<file path="config.mk">
export PLATFORM = sky130hd
export DESIGN_NAME = mux_rr_arbiter
export DESIGN_NICKNAME = d
export VERILOG_FILES = /design/src/rtl/mux_rr_arbiter.sv
export SDC_FILE = /design/constraint.sdc
export NUM_CORES = 1
export LEC_CHECK = 0
export CAP_MARGIN = 10
export CORE_MARGIN = 1
export CORE_UTILIZATION = 37
export DETAILED_ROUTE_END_ITERATION = 6
export HOLD_SLACK_MARGIN = 0.15
export PLACE_DENSITY_LB_ADDON = 0.12
export SYNTH_ARGS = -nofsm -noshare
export SYNTH_HDL_FRONTEND = slang
export SYNTH_SLANG_ARGS = --single-unit
</file>
<file path="constraint.sdc">
create_clock -name clk -period 2.65 [get_ports clk]
set_input_delay 0.53 -clock clk [delete_from_list [all_inputs] [get_ports clk]]
set_output_delay 0.53 -clock clk [all_outputs]
set_load 0.01 [all_outputs]
</file>
<file path="src/rtl/mux_rr_arbiter.sv">
// mux_rr_arbiter: 4-input round-robin arbiter driving a registered 4:1 mux.
//
// Ports
//   clk    : rising-edge clock
//   rst    : asynchronous active-high reset
//   req    : per-input ownership request, bit n requests mux input i[n]
//   i      : mux data inputs
//   grant  : one-hot grant, all-zero when idle
//   sel    : index of the granted input, holds its last value while idle
//   busy   : high while a grant is active
//   y      : registered mux output, loads i[sel] on every edge where busy=1
//
// Parameter
//   HOLD_MAX : maximum consecutive grant cycles per owner (2..15); only used
//              when the macro MUX_RR_HOLD_LIMIT_EN is defined.
//
// Macro MUX_RR_HOLD_LIMIT_EN adds a hold counter that forces a release after
// HOLD_MAX cycles when another input is waiting. Without it a grant lasts
// until its request drops.
//
// state   | meaning
// --------+-----------------------------------------------
// ST_IDLE | no grant active, waiting for any request
// ST_GRANT| exactly one grant bit high, owner is sel
module mux_rr_arbiter #(
   parameter int HOLD_MAX = 8
) (
   input  logic       clk,
   input  logic       rst,
   input  logic [3:0] req,
   input  logic [3:0] i,
   output logic [3:0] grant,
   output logic [1:0] sel,
   output logic       busy,
   output logic       y
);

   typedef enum logic {ST_IDLE, ST_GRANT} state_t;

   state_t     state_q, state_d;
   logic [1:0] ptr_q, ptr_d;
   logic [1:0] sel_q, sel_d;
   logic [3:0] grant_q, grant_d;
   logic       busy_q, busy_d;
   logic       y_q, y_d;
   logic       hold_expired;

   logic [1:0] srch_base;
   logic [3:0] srch_req;
   logic [1:0] srch_cand;
   logic [1:0] srch_idx;
   logic       srch_found;

`ifdef MUX_RR_HOLD_LIMIT_EN
   logic [3:0] hold_q, hold_d;

   assign hold_expired = (hold_q == 4'(HOLD_MAX - 1));

   always_ff @(posedge clk or posedge rst) begin
      if (rst) hold_q <= 4'd0;
      else     hold_q <= hold_d;
   end
`else
   assign hold_expired = 1'b0;
`endif

   // In GRANT the search starts just after the current owner and never picks
   // the owner itself, which covers both a normal release and a forced one.
   assign srch_base = (state_q == ST_GRANT) ? sel_q + 2'd1 : ptr_q;
   assign srch_req  = req & ~grant_q;

   always_comb begin
      srch_found = 1'b0;
      srch_idx   = srch_base;
      srch_cand  = srch_base;
      for (int k = 0; k < 4; k++) begin
         srch_cand = srch_base + 2'(k);
         if (!srch_found && srch_req[srch_cand]) begin
            srch_found = 1'b1;
            srch_idx   = srch_cand;
         end
      end
   end

   // State register
   always_ff @(posedge clk or posedge rst) begin
      if (rst) begin
         state_q <= ST_IDLE;
         ptr_q   <= 2'd0;
         sel_q   <= 2'd0;
         grant_q <= 4'b0000;
         busy_q  <= 1'b0;
         y_q     <= 1'b0;
      end else begin
         state_q <= state_d;
         ptr_q   <= ptr_d;
         sel_q   <= sel_d;
         grant_q <= grant_d;
         busy_q  <= busy_d;
         y_q     <= y_d;
      end
   end

   // Next-state logic
   always_comb begin
      state_d = state_q;
      ptr_d   = ptr_q;
      sel_d   = sel_q;
      grant_d = grant_q;
      busy_d  = busy_q;
      y_d     = busy_q ? i[sel_q] : y_q;
`ifdef MUX_RR_HOLD_LIMIT_EN
      hold_d  = hold_q;
`endif
      case (state_q)
         ST_IDLE: begin
            if (srch_found) begin
               state_d = ST_GRANT;
               grant_d = 4'b0001 << srch_idx;
               sel_d   = srch_idx;
               busy_d  = 1'b1;
`ifdef MUX_RR_HOLD_LIMIT_EN
               hold_d  = 4'd0;
`endif
            end
         end
         ST_GRANT: begin
`ifdef MUX_RR_HOLD_LIMIT_EN
            hold_d = hold_q + 4'd1;
`endif
            if (!req[sel_q] || (hold_expired && srch_found)) begin
               ptr_d = sel_q + 2'd1;
               if (srch_found) begin
                  grant_d = 4'b0001 << srch_idx;
                  sel_d   = srch_idx;
`ifdef MUX_RR_HOLD_LIMIT_EN
                  hold_d  = 4'd0;
`endif
               end else begin
                  state_d = ST_IDLE;
                  grant_d = 4'b0000;
                  busy_d  = 1'b0;
               end
            end else if (hold_expired) begin
               // Nobody else waiting: keep the owner and restart its window.
`ifdef MUX_RR_HOLD_LIMIT_EN
               hold_d = 4'd0;
`endif
            end
         end
         default: state_d = ST_IDLE;
      endcase
   end

   // Output logic
   always_comb begin
      grant = grant_q;
      sel   = sel_q;
      busy  = busy_q;
      y     = y_q;
   end

endmodule

</file>
==> results_dict.tcl <==
set metrics [dict create \
    status "completed" \
    cts_root_buffer "clkbuf_4" \
    clock_latency_ps 270 \
    io_pins 18 \
    num_vias 629 \
    n_antenna_cell 0 \
    antenna_found_initial 0 \
    nFillCells 180 \
    grt_usage_pct 17.85 \
    critPathTopFamily "simple AND/OR/NAND/NOR gates" \
    finalCritPeriodShare_pct 86.59 \
    dp_hpwl_mm 1.228 \
    grt_start_max_net_pins 12 \
    core_area_sq_um 1764 \
    syn_to_final_growth_pct 31.70 \
    syn_avg_cell_area_sq_um 9.923 \
    path_clk_slew_ps 70 \
    crit_type "in2reg" \
    finalSetupTns_ps 0 \
    setup_viol 0 \
    detail_route.vias_per_cell 5.331 \
    num_rows 15 \
    r2r_cells 6 \
    total_power_uw 1073 \
    wl_per_cell_um 13.14 \
    h-tree-depth 1 \
    period_minus_slack_ps 2295 \
    cts_buffers 3 \
    drtIter0Drc 18 \
    hold-worst-slack_ps 505.3 \
    synth_nets 82 \
    crit_slowest_cell "or4_4" \
    die_w_um 45.94 \
    drc_errors 0 \
    dieArea_sq_um 2110 \
    start_util_pct 40.50 \
    ys_warn_count 0 \
    rsz0062_at_grt "false" \
    vdd_drop_max_mv 0.5788 \
    synth-seq-cells 11 \
    grt-ovfl-total 0 \
    synth_cell_type_count 32 \
    synth_top_area_share_pct 38.53 \
    cp_slowest_stage_delay_ps 510 \
    die_y_um 45.94 \
    post_cts_resized 0 \
    hold_class "reg2reg" \
    whs_path_depth 1 \
    gp_congestion 0.8695 \
    clock.fmax_ghz 0.4358 \
    portBuffers 17 \
    arrival_ps 2480 \
    final_common_cell "clkdlybuf4s50_1" \
    yosys.area.top_type "dfrtp_1" \
    clockBufferDepth 2 \
    antenna_left 0 \
    yosys-top-cells-area "dfrtp_1 39%, nand2_1 6.8%, mux4_2 6.3%, nand2b_4 3.9%, nor2b_1 3.5%" \
    drive_above_1_share_pct 18.28 \
    cts_hold_buffers 0 \
    maxCapViolCount 0 \
    hold_viol 0 \
    leakagePower_uw 0.0003996 \
    crit_buf_inv 1 \
    relSlewSlack_pct 72.89 \
    utilization_pct 53.33 \
    mostFrequentLayoutCells "17 x clkdlybuf4s50_1, 13 x nand2_1, 11 x dfrtp_1" \
    crit_chain "clkdlybuf4s50_1 -> nor2b_1 -> o221ai_1 -> a22oi_1 -> a21bo_2 -> or4_4 -> o221ai_2" \
    skew_ps 4.130 \
    numClockSinks 11 \
    crit_cells 7 \
    path_max_fanout 5 \
    first_pass_iters 4 \
    syn-cell-area_sq_um 714.4 \
    synth_cells 72 \
    nets 104 \
    post_cts_buffers 0 \
    power.density_nw_per_um2 1141 \
    worst_pin_slew_ps 406.2 \
    regArea_sq_um 275.3 \
    required_ps 2840 \
    multi_input_area_sq_um 411.6 \
    routed_wl_mm 1.550 \
    drv_slew 0 \
    endpoint_kind "flip-flop" \
    cts_tree "built" \
    cp-start-kind "input port" \
    grt_pass1_wl_mm 2.608 \
    grt_pass1_vias 595 \
    synth.yosys.seq_area_share_pct 38.53 \
]
==> power breakdown <==
group	switching, uW	internal [uW]	total, uW	leakage, uW
registers	100	243	344	0.000133
clock network	54.3	58.3	113	0.0000150
logic	286	331	617	0.000252
total	441	632	1070	0.000400
==> layout make-up <==
| class | instances | area share [%] |
|---|---|---|
| clock buffer | 4 | 2.793 |
| inverter | 3 | 1.197 |
| multi-input combinational | 56 | 43.75 |
| sequential | 11 | 29.26 |
| tap | 25 | 3.324 |
| timing repair buffer | 19 | 19.68 |
==> synthesized netlist by cell type <==
cell type,count
nand2b_4,2
a21bo_2,1
buf_2,1
nor4_1,1
o221ai_1,1
a41o_2,1
o21ai_0,5
a311oi_1,1
xor2_1,1
a21oi_1,2
nor2_1,2
buf_6,1
dfrtp_1,11
o22a_1,1
mux2_2,2
inv_1,3
o31a_2,1
a221oi_1,1
mux2i_1,1
nand3_1,2
a22oi_1,1
nand2b_1,3
or2b_1,1
o22ai_1,2
or4_4,1
nor2b_1,4
o31ai_1,1
mux4_2,2
nand2_1,13
o221ai_2,1
a32o_1,1
or3b_2,1
==> registers in the layout, indices dropped and copies added, names as in the netlist <==
signal / flops
ptr_q: 2
state_q: 1
grant: 4
sel: 2
y: 1
busy: 1
==> kinds of logic after synthesis <==
kind of cell    share of synthesized area [%]
compound gates                          21.54
xor+xnor                                1.226
buf+inv                                 3.852
flops                                   38.53
mux                                     10.86
simple gates                            24.00
==> metrics by stage <==
| step | cell area, sq um | setup WS (ps) | cells |
|---|---|---|---|
| after floorplan | 714.4 | 659.6 | 72 |
| after global placement | 914.6 | 127.4 | 114 |
| after detailed placement | 914.6 | 78.70 | 114 |
| after CTS | 940.9 | 366.0 | 118 |
| after global routing | 940.9 | 240.6 | 118 |
| final | 940.9 | 355.3 | 118 |
==> path summary, 6_finish.rpt <==
| path | endpoint | from | slack (ps) |
|---|---|---|---|
| worst max-delay path | grant[1] | req[3] | 360 |
| worst min-delay path | y | y | 510 |
| worst max register to register | grant[1] | state_q | 540 |
| worst min register to register | y | y | 510 |
| max in group asynchronous | grant[2] | rst | 1820 |
| min in group asynchronous | y | rst | 540 |
==> metal layers <==
| metal | wire [um] | vias to the layer above | global-route usage [%] |
|---|---|---|---|
| met5 | 0 | - | 0 |
| met4 | 31 | 0 | 10.59 |
| met3 | 49 | 4 | 3.571 |
| met2 | 743 | 18 | 25.92 |
| met1 | 724 | 294 | 24.21 |
| li1 | - | 313 | - |
(Power assumes the default switching activity.)
